## src/rtl/fetch_unit_pkg.sv

```systemverilog
// Shared types for the instruction fetch stage: bus records, fetch payload, FSM states.
package fetch_unit_pkg;

    typedef struct packed {
        logic        valid;
        logic [63:0] addr;
    } ibus_req_t;

    typedef struct packed {
        logic        addr_ok;
        logic        data_ok;
        logic [31:0] data;
    } ibus_resp_t;

    typedef enum logic [3:0] {
        NONE                   = 4'd0,
        INSTRUCTION_MISALIGNED = 4'd1
    } exception_t;

    typedef struct packed {
        logic [31:0] raw_instr;
        logic [63:0] pc;
        logic        valid;
        logic        is_exception;
        exception_t  exception;
    } fetch_data_t;

    typedef enum logic [1:0] {
        S_REQ,
        S_HOLD,
        S_DROP,
        S_EXC
    } fetch_state_t;

    localparam logic [63:0] INSTR_BYTES = 64'd4;

    function automatic logic pc_misaligned(input logic [63:0] pc);
        return pc[1:0] != 2'b00;
    endfunction

endpackage

```

## src/rtl/fetch_unit_if.sv

```systemverilog
// Instruction bus between the fetch stage (master) and memory (slave).
interface fetch_unit_if;
    import fetch_unit_pkg::*;

    ibus_req_t  ireq;
    ibus_resp_t iresp;

    modport master (output ireq, input iresp);
    modport slave  (input ireq, output iresp);

endinterface

```

## src/rtl/fetch_unit_pc_reg.sv

```systemverilog
// Fetch PC register: reset value, redirect load, sequential advance by one instruction.
module fetch_unit_pc_reg
    import fetch_unit_pkg::*;
#(
    parameter logic [63:0] PC_RESET = 64'h0000_0000_8000_0000
) (
    input  logic        clk,
    input  logic        reset,
    input  logic        redirect,
    input  logic [63:0] redirect_pc,
    input  logic        advance,
    output logic [63:0] pc
);

    logic [63:0] pc_d;

    // Redirect wins over sequential advance; the add wraps modulo 2^64.
    always_comb begin
        pc_d = pc;
        if (redirect) begin
            pc_d = redirect_pc;
        end else if (advance) begin
            pc_d = pc + INSTR_BYTES;
        end
    end

    // PC state register.
    always_ff @(posedge clk or negedge reset) begin
        if (!reset) begin
            pc <= PC_RESET;
        end else begin
            pc <= pc_d;
        end
    end

endmodule

```

## src/rtl/fetch_unit.sv

```systemverilog
// IF stage: one outstanding instruction-bus read, fetch payload register toward decode,
// stall/redirect handling and misaligned-PC trapping.
module fetch_unit
    import fetch_unit_pkg::*;
#(
    parameter logic [63:0] PC_RESET = 64'h0000_0000_8000_0000
) (
    input  logic                clk,
    input  logic                reset,
    fetch_unit_if.master        ibus,
    input  logic                stall,
    input  logic                redirect,
    input  logic [63:0]         redirect_pc,
    output fetch_data_t         dataF,
    output logic [63:0]         pc_o
);

    fetch_state_t state_q, state_d;
    fetch_data_t  data_q, data_d;
    logic [63:0]  pc;
    logic [63:0]  drop_addr_q, drop_addr_d;
    logic         advance;
    logic         issuing;
    logic         data_ok;
    logic         unused_addr_ok;

    assign data_ok        = ibus.iresp.data_ok;
    assign unused_addr_ok = ibus.iresp.addr_ok;

    // A request is on the bus while fetching an aligned PC or draining a dropped one.
    assign issuing = (state_q == S_REQ && !pc_misaligned(pc)) || (state_q == S_DROP);

    // Valid is gated by reset so an abandoned request disappears immediately.
    assign ibus.ireq.valid = reset && issuing;
    assign ibus.ireq.addr  = (state_q == S_DROP) ? drop_addr_q : pc;

    assign dataF = data_q;
    assign pc_o  = pc;

    fetch_unit_pc_reg #(
        .PC_RESET (PC_RESET)
    ) u_pc_reg (
        .clk         (clk),
        .reset       (reset),
        .redirect    (redirect),
        .redirect_pc (redirect_pc),
        .advance     (advance),
        .pc          (pc)
    );

    // Next state, PC advance and payload update; redirect flushes the payload last.
    always_comb begin
        state_d     = state_q;
        drop_addr_d = drop_addr_q;
        advance     = 1'b0;
        data_d      = data_q;
        // Without stall the current payload was taken by decode this cycle.
        if (!stall) begin
            data_d.valid = 1'b0;
        end

        unique case (state_q)
            S_REQ: begin
                if (redirect) begin
                    if (issuing && !data_ok) begin
                        state_d     = S_DROP;
                        drop_addr_d = pc;
                    end
                end else if (pc_misaligned(pc)) begin
                    state_d = S_EXC;
                end else if (data_ok) begin
                    advance             = 1'b1;
                    data_d.raw_instr    = ibus.iresp.data;
                    data_d.pc           = pc;
                    data_d.valid        = 1'b1;
                    data_d.is_exception = 1'b0;
                    data_d.exception    = NONE;
                    state_d             = stall ? S_HOLD : S_REQ;
                end
            end
            S_HOLD: begin
                if (redirect || !stall) begin
                    state_d = S_REQ;
                end
            end
            S_DROP: begin
                // The old response is discarded; the new PC is already in the PC register.
                if (data_ok) begin
                    state_d = S_REQ;
                end
            end
            S_EXC: begin
                if (redirect) begin
                    state_d = S_REQ;
                end else begin
                    data_d.raw_instr    = 32'h0;
                    data_d.pc           = pc;
                    data_d.valid        = 1'b1;
                    data_d.is_exception = 1'b1;
                    data_d.exception    = INSTRUCTION_MISALIGNED;
                end
            end
            default: begin
                state_d = S_REQ;
            end
        endcase

        if (redirect) begin
            data_d.valid = 1'b0;
        end
    end

    // FSM, dropped-address and payload registers.
    always_ff @(posedge clk or negedge reset) begin
        if (!reset) begin
            state_q     <= S_REQ;
            drop_addr_q <= '0;
            data_q      <= '0;
        end else begin
            state_q     <= state_d;
            drop_addr_q <= drop_addr_d;
            data_q      <= data_d;
        end
    end

endmodule
```

## src/flat_wrapper.sv

```systemverilog
// flat-port wrapper written by rule: the top's interface ports become plain ports
module fetch_unit_flat import fetch_unit_pkg::*;
#(
    parameter logic [63:0] PC_RESET = 64'h0000_0000_8000_0000
)
  (clk, reset, stall, redirect, redirect_pc, dataF, pc_o, ibus_ireq, ibus_iresp);
  fetch_unit_if ibus_i ();
  input  logic clk;
  input  logic reset;
  input  logic stall;
  input  logic redirect;
  input  logic [63:0] redirect_pc;
  output fetch_data_t dataF;
  output logic [63:0] pc_o;
  output wire logic [$bits(ibus_i.ireq)-1:0] ibus_ireq;
  input wire logic [$bits(ibus_i.iresp)-1:0] ibus_iresp;
  assign ibus_ireq = ibus_i.ireq;
  assign ibus_i.iresp = ibus_iresp;
  fetch_unit #(.PC_RESET(PC_RESET)) u_core (.clk(clk), .reset(reset), .ibus(ibus_i), .stall(stall), .redirect(redirect), .redirect_pc(redirect_pc), .dataF(dataF), .pc_o(pc_o));
endmodule
```

## config.mk

```make
export PLATFORM = sky130hd
export DESIGN_NAME = fetch_unit_flat
export DESIGN_NICKNAME = d
export VERILOG_FILES = /design/src/rtl/fetch_unit_pkg.sv /design/src/rtl/fetch_unit_if.sv /design/src/rtl/fetch_unit_pc_reg.sv /design/src/rtl/fetch_unit.sv /design/src/flat_wrapper.sv
export SDC_FILE = /design/constraint.sdc
export NUM_CORES = 1
export LEC_CHECK = 0
export ABC_AREA = 1
export ABC_CLOCK_PERIOD_IN_PS = 2250
export CORE_MARGIN = 8
export CORE_UTILIZATION = 25
export DETAILED_ROUTE_END_ITERATION = 6
export PLACE_DENSITY = 0.46
export SLEW_MARGIN = 10
export SYNTH_ARGS = -nofsm -noshare
export SYNTH_HDL_FRONTEND = slang
export SYNTH_SLANG_ARGS = --single-unit
```

## constraint.sdc

```tcl
create_clock -name clk -period 2.25 [get_ports clk]
set_input_delay 0.225 -clock clk [delete_from_list [all_inputs] [get_ports clk]]
set_output_delay 0.225 -clock clk [all_outputs]
set_load 0.005 [all_outputs]
```

Word level (Yosys, flattened, before mapping)
Cells that the tools add are included.

Register bits after elaboration: 232. Bits of input ports: 102. Output and inout port bits: 231. Word-level logic and storage cells: 59.

Add/subtract/negate cells: 1. Equality and inequality tests: 12. Mux-type cells: 23. Reduce and logical (&&, ||, !) cells: 15.

Operator list (number): $mux W102 (4); $pmux W102 S2 (1); $mux W64 (3); $add A64 B3 Y64 const B (1); $mux W2 (7); $ne A2 B2 Y1 const B (6); $reduce_and A5 Y1 (2); $pmux W2 S4 (1); $mux W1 (7); $reduce_bool A2 Y1 (3); $eq A2 B2 Y1 const B (2); $ne A4 B4 Y1 const B (1); $logic_and A1 B1 Y1 (3); $logic_not A1 Y1 (3); $ne A3 B3 Y1 const B (1); $reduce_and A3 Y1 (1); $eq A2 B1 Y1 const B (1); $logic_not A2 Y1 (1); $logic_or A1 B1 Y1 (2); $ne A2 B1 Y1 const B (1).

Longest topological paths before layout
Gate-level depths: netlist (run 1).

Depth after elaboration: 8. Gate-level depth with buffers: 11. Gate-level depth less buffers: 11.

Hierarchy
A second synthesis (run 1) with hierarchy kept.

Cells, all modules: 1934. Area, all modules: 13608.1 um^2.

By module, submodules not included: fetch_unit (times used 1, cells an instance 1240, area each 8943.6 um^2, seq. area each 4103.9 um^2); fetch_unit_pc_reg (times used 1, cells an instance 694, area each 4664.5 um^2, seq. area each 1602.8 um^2).

Worst setup path before layout (run 1)
No wires, ideal clock.

Path type: register -> output. Start: reg u_core.state_q[0]. End: out ibus_ireq[52]. Data arrival time: 1644 ps. Data required time: 2025 ps. Setup slack: 381 ps. Stages on the path, launching flop included: 8. Buffers on the path: 3. Cells stage by stage: dfrtp_1 > inv_1 > ha_1 > clkbuf_1 > clkbuf_1 > clkbuf_1 > nand2_1 > o21ai_0.

Cells in the longest elaborated chain, start to end: 2.

Ends and longest elaborated chain: start: declaration (line fetch_unit.sv:18) `fetch_state_t state_q, state_d;`; start signal: assignment (line fetch_unit.sv:120) `state_q <= state_d;`; $eq A2 B2 Y1 (line fetch_unit.sv:35) `assign ibus.ireq.addr = (state_q == S_DROP) ? drop_addr_q : pc;`; $mux W64 (line fetch_unit.sv:35); end: declaration (line flat_wrapper.sv:15) `output wire logic [$bits(ibus_i.ireq)-1:0] ibus_ireq;`.

Every way passes these cells.

Worst setup path in the final report (run 1)
Start: reg u_core.state_q[1]. End: out ibus_ireq[23].

Same word-level chain as after synthesis.

==> metrics.txt, run 1 <==
status=complete, no violations; critical path class=flop to output pin; RSZ-0062 raised after global routing=true; DP Worst Slack=0.0203 ns; slowest CP cell=dfrtp_1; Core Area=47,400 sq um; slew margin rel.=0.504; most frequent cells in the layout=nand2_1 (376), clkdlybuf4s50_1 (261), dfrtp_1 (227); register area share after synthesis=0.479; vias in the first global route=11,800; die area=54,900 sq um; I/O pins=333; Routed WL=52,400 um; Synth Area in Compound Gates=0.199; HP Class=input pin to flop; total power draw=0.0191 W; Simple-Gate Fraction of Synth Area=0.204; Post-DP Area=16,200 sq um; Avg Cell Area, Syn=8.04 sq um; fillers=4,949; Iteration-0 DRC Markers=771; wire per inst=20.9 um; CTS clock-pin slew for the worst setup and hold paths=0.06 ns; CTS tree=yes; pin count of the biggest net entering global routing=128; GRT overflow=0; fraction of layout cells with a size suffix above 1=0.163; nets@finish=1,974; Synth async-reset ratio=1.00; count of final max-slew check failures=0; final setup violation count=0; # placed instances=2,417; number of synthesized flops with an enable pin=0; post-DP HPWL=37,000 um; Cell Rows=80; die height=234 um; Routed Antenna Nets=0; DR vias=11,600; Yosys cell types=38; Bufs on Longest Clock Path=3; gpl congestion=0.903; global-route wire length before repair=77,600 um; CP Buf/Inv Count=4; Synth Cell Area=11,900 sq um; multiplexer share of the synthesized area=0; Post-Route Utilization=0.371; Clock Skew=0.0174 ns; Residual DRC=0; top cells by area, synth=dfrtp_1 (48%), nand2_1 (12%), o21ai_0 (8.6%); post-route insts no fill=2,509; dominant synthesized flop cell=dfrtp_1; Power Density=1090 nW/um^2; CP cell instances=ha_4 > buf_12 > buf_6 > buf_16 > o21ai_1 > clkdlybuf4s15_2; port buffer count=328; die width=234 um; post-DR vias/cell=4.64; clock tree root driver cell=clkbuf_16; Pleak=7.67 nW; Synth top area share=0.476; Setup crit end kind=output pin; fraction of the mapped netlist area in adder cells=0.00630; startpoint types=flop; yosys synthesis warning count=0; post-layout instance area=17,600 sq um; xor/xnor share of the synthesized area=0.0132; most common cell after layout, fill and taps aside=nand2_1; #FFs+latches synth=228; First-pass DRT Iterations=5; crit-path max cell delay=0.41 ns; Final Hold Fails=0; largest family of logic cells by synthesized area=simple AND/OR/NAND/NOR gates; Worst Path Max Fanout=8; CTS H-tree depth=1; family with the most delay on the worst path=buffers and inverters; Area Overhead vs Synth=47.6%; Final period util=0.970; VDD IR max=0.488 mV; Tmin final=2.18 ns; Synth Instances=1,483; Max-cap violations=0; initial antenna violation count=11; Slew @ Worst Pin=0.745 ns; Fmax=458 MHz; data arrival time of the worst path=1.96 ns; gr usage total=0.187; clk_lat worst skew=0.57 ns; post-layout worst setup margin=0.0671 ns; Yosys top cell by area=dfrtp_1; TritonCTS Sinks=228; CTS buffer count=30; Initial Util=0.251; Critical Path RT=2.03 ns
## timing repair
action,CTS,global route
gates resized for setup,310,32
pin swaps,3,4
hold endpoints to repair,227,0
cloned,7,0
setup endpoints to repair,65,117
buffers inserted,20,6
hold buffers,1,0
## where the power goes
part	internal (W)	switching [W]	total [W]
Sequential	0.00522	0.000812	0.00603
Combinational	0.00388	0.00412	0.00799
Clock	0.00315	0.00197	0.00512
Total	0.0122	0.00690	0.0191
## layout make-up
class,count,area (sq um),area share
sequential,228,5710,0.324
multi-input combinational,975,5210,0.296
timing repair buffer,422,4060,0.230
clock buffer,42,867,0.0493
inverter,209,785,0.0446
tap,615,769,0.0437
clock inverter,13,190,0.0108
antenna,5,12.5,0.000711
## per-stage QoR
| step | hold WS [ns] | TNS [ns] |
|---|---|---|
| 4_1_cts | 0.0956 | -3.79 |
| 3_5_place_dp | 0.441 | 0 |
| 5_1_grt | 0.165 | -0.0482 |
| 6_report | 0.134 | 0 |
| 3_3_place_gp | 0.430 | 0 |
| 2_1_floorplan | -0.0706 | 0 |
## worst paths after layout
path                                             start                endpoint  slack, ns  cells after the start
worst max register to register       u_core.state_q[1]  u_core.drop_addr_q[28]       0.16                      9
worst max-delay path                 u_core.state_q[1]           ibus_ireq[23]       0.07                      6
worst min register to register  u_core.drop_addr_q[20]  u_core.drop_addr_q[20]       0.49                      2
min in group asynchronous                        reset  u_core.u_pc_reg.pc[51]       0.34                      3
max in group asynchronous                        reset        u_core.dataF[75]       1.24                      3
worst min-delay path                          redirect         u_core.dataF[5]       0.13                      4
## worst register-to-register path: cells and delay by family, from the launching register on
family / cells / cell delay [ns]
compound gates: 2 / 0.39
fa+ha+maj: 1 / 0.21
buf+inv: 6 / 0.98
flops: 1 / 0.41
## cells by family after synthesis
group,after synthesis
compound gates,348
flops,228
simple gates,600
buf+inv,282
other cells,1
xor+xnor,18
fa+ha+maj,6
## per-layer routing
| layer | part of all wire | up-vias | track usage | routed length, um |
|---|---|---|---|---|
| met3 | 0.070 | 76 | 0.0452 | 3660 |
| met5 | 0.0010 | - | 0 | 54 |
| li1 | - | 5607 | - | - |
| met4 | 0.020 | 8 | 0.0485 | 1060 |
| met2 | 0.46 | 336 | 0.302 | 24300 |
| met1 | 0.45 | 5607 | 0.249 | 23300 |
## cells in the mapped netlist (2+ instances only)
| library cell | n |
|---|---|
| o211ai_1 | 7 |
| nor2_2 | 2 |
| o22ai_2 | 60 |
| o21ai_1 | 3 |
| o21ai_0 | 206 |
| buf_6 | 10 |
| o221ai_1 | 4 |
| dfrtp_1 | 227 |
| ha_1 | 6 |
| nand3_1 | 87 |
| nor2_1 | 119 |
| o22ai_1 | 5 |
| inv_1 | 204 |
| a21oi_1 | 8 |
| nor3_1 | 2 |
| nand2_1 | 378 |
| buf_1 | 8 |
| a22oi_1 | 52 |
| buf_2 | 16 |
| xor2_1 | 17 |
| buf_4 | 7 |
| nand4_1 | 5 |
| inv_2 | 4 |
| clkbuf_1 | 32 |
## flip-flops by register name, indices dropped and copies added (netlist names)
| register | count |
|---|---|
| u_core.drop_addr_q | 64 |
| u_core.u_pc_reg.pc | 64 |
| u_core.state_q | 2 |
| u_core.dataF | 98 |
Note: power is estimated with default switching activity, not from simulation.
==> inputs of run 2 (changes only) <==
Settings changed: CORE_UTILIZATION 25 to 45, PLACE_DENSITY 0.46 to 0.75.
==> run 2 against run 1 <==
  * Sequential share of layout area increased by 1.7 points
  * Die area fell by 42%
  * Register-to-register slack improved by 0.02 ns
  * Flip-flop and latch count did not move
  * Clock skew is 0.0054 ns lower
  * Clock-buffer cell count shrank 10
  * Setup slack worse by 0.0074 ns
  * Combinational power shrank 7.6%
  * Power is 8.2% lower
  * Critical path depth is 1 higher
  * Highest routed layer is now met4
==> metrics.txt, run 2 (synthesis results as in run 1) <==
status=complete, no violations (unchanged); RSZ-0062 raised after global routing=true (unchanged); Worst Path Max Fanout=16 (was 8); slew margin rel.=0.329 (was 0.504); CTS buffer count=26 (was 30); post-DP HPWL=31,200 um (was 37,000 um); HP Class=input pin to async pin (was input pin to flop); die area=32,000 sq um (was 54,900 sq um); Post-Route Utilization=0.642 (was 0.371); CTS tree=yes (unchanged); VDD IR max=0.687 mV (was 0.488 mV); most common cell after layout, fill and taps aside=nand2_1 (unchanged); fraction of layout cells with a size suffix above 1=0.127 (was 0.163); gpl congestion=0.957 (was 0.903); die height=179 um (was 234 um); most used routing layer=met2 (unchanged); DP Worst Slack=0.00586 ns (was 0.0203 ns); DR vias=11,700 (was 11,600); TritonCTS Sinks=228 (unchanged); Iteration-0 DRC Markers=1,089 (was 771); clock tree root driver cell=clkbuf_16 (unchanged); I/O pins=333 (unchanged); Tmin final=2.19 ns (was 2.18 ns); Bufs on Longest Clock Path=3 (unchanged); wire per inst=20.1 um (was 20.9 um); Initial Util=0.457 (was 0.251); fillers=2,245 (was 4,949); multi-input logic area=5140 sq um (was 5210 sq um); post-layout worst setup margin=0.0597 ns (was 0.0671 ns); final setup violation count=0 (unchanged); GRT overflow=0 (unchanged); Max-cap violations=0 (unchanged); Reg2Reg Setup Slack=0.18 ns (was 0.16 ns); Final Hold Fails=0 (unchanged); port buffer count=328 (unchanged); initial antenna violation count=3 (was 11); Setup crit end kind=output pin (unchanged); First-pass DRT Iterations=6 (was 5); M3 GR Usage=0.0564 (was 0.0452); pin count of the biggest net entering global routing=184 (was 128); gr usage total=0.266 (was 0.187); post-DR vias/cell=5.36 (was 4.64); Final period util=0.973 (was 0.970); nets@finish=1,930 (was 1,974); vias in the first global route=11,700 (was 11,800); most frequent cells in the layout=nand2_1 (378), clkdlybuf4s50_1 (261), dfrtp_1 (227) (was nand2_1 (376), clkdlybuf4s50_1 (261), dfrtp_1 (227)); count of final max-slew check failures=0 (unchanged); Power Density=1050 nW/um^2 (was 1090 nW/um^2); die width=179 um (was 234 um); met1 usage=0.350 (was 0.249); critical path class=flop to output pin (unchanged); Area Overhead vs Synth=40.3% (was 47.6%); CTS clock-pin slew for the worst setup and hold paths=0.06 ns (about the same); Critical Path RT=2.03 ns (about the same); max FFs per register=98 (unchanged); Routed Antenna Nets=0 (unchanged); Core Area=26,100 sq um (was 47,400 sq um); global-route wire length before repair=66,700 um (was 77,600 um); Fmax=457 MHz (was 458 MHz); Cell Rows=59 (was 80); Clock Skew=0.0120 ns (was 0.0174 ns); data arrival time of the worst path=1.97 ns (was 1.96 ns); startpoint types=flop (unchanged); Residual DRC=0 (unchanged); CTS H-tree depth=1 (unchanged); clk_lat worst skew=0.54 ns (was 0.57 ns); Hold Slack=0.0679 ns (was 0.134 ns); Reg area=5710 sq um (unchanged); Slew @ Worst Pin=1.01 ns (was 0.745 ns); Pleak=7.36 nW (was 7.67 nW); met2 Track Usage GR=0.430 (was 0.302); Routed WL=43,700 um (was 52,400 um)
-- run 2: cell types whose count changed in the layout (fill, tap and decap cells not counted), moves of 7 or more --
cell / previous run / this run
clkbuf_2: 4 / 18
o21ai_0: 155 / 165
buf_2: 50 / 9
dlygate4sd2_1: 5 / 17
clkinv_2: 1 / 8
buf_4: 67 / 33
clkdlybuf4s15_2: 3 / 12
clkdlybuf4s15_1: 3 / 10
-- run 2: path summary, 6_finish.rpt --
check / start / endpoint / depth (start not counted)
worst max-delay path: u_core.state_q[1] / ibus_ireq[12] / 7
worst min-delay path: reset / u_core.dataF[63] / 2
worst max register to register: u_core.state_q[1] / u_core.u_pc_reg.pc[14] / 11
worst min register to register: u_core.drop_addr_q[16] / u_core.drop_addr_q[16] / 2
max in group asynchronous: reset / u_core.drop_addr_q[0] / 3
min in group clk: redirect / u_core.dataF[5] / 4
-- run 2: critical path, cell delays in order, from the launching register on --
cell and delay (ns):
dfrtp_1 0.41, ha_4 0.22, buf_6 0.12, buf_6 0.12, buf_16 0.16, buf_4 0.14, o21ai_2 0.12, buf_2 0.12
-- run 2: layout make-up --
type                            instances  share of cell area
Inverter                              209              0.0470
Sequential cell                       228               0.341
Clock buffer                           32              0.0445
Multi-Input combinational cell        975               0.307
Clock inverter                         16             0.00643
Antenna cell                            3            0.000449
Tap cell                              335              0.0251
Timing Repair Buffer                  382               0.228
-- run 2: power by group --
group / internal, W / switching [W] / leakage, nW
logic: 0.00360 / 0.00378 / 3.97
registers: 0.00522 / 0.000807 / 2.97
clock network: 0.00237 / 0.00181 / 0.419
-- run 2: through the flow --
stage	power [W]	cells	cell area [sq um]	TNS, ns
final	0.0176	2180	16700	0
after global routing	0.0186	2180	16700	-0.0119
after CTS	0.0176	2174	16700	0
after detailed placement	0.0128	2108	15600	0
after global placement	0.0127	2108	15600	0
after floorplan	0.00897	1485	11900	0
-- run 2: what timing repair did --
action | in CTS | in global routing
resized for setup | 175 | 59
hold buffers | 1 | 0
buffers inserted | 12 | 3
gates cloned | 5 | 1
endpoints found under the hold margin | 52 | 0
pin swaps | 1 | 3
setup endpoints to repair | 66 | 73
-- run 2: per-layer routing --
metal,up-vias,share of wire
li1,5521,-
met1,5623,0.43
met2,460,0.47
met3,75,0.077
met4,0,0.030
met5,-,0
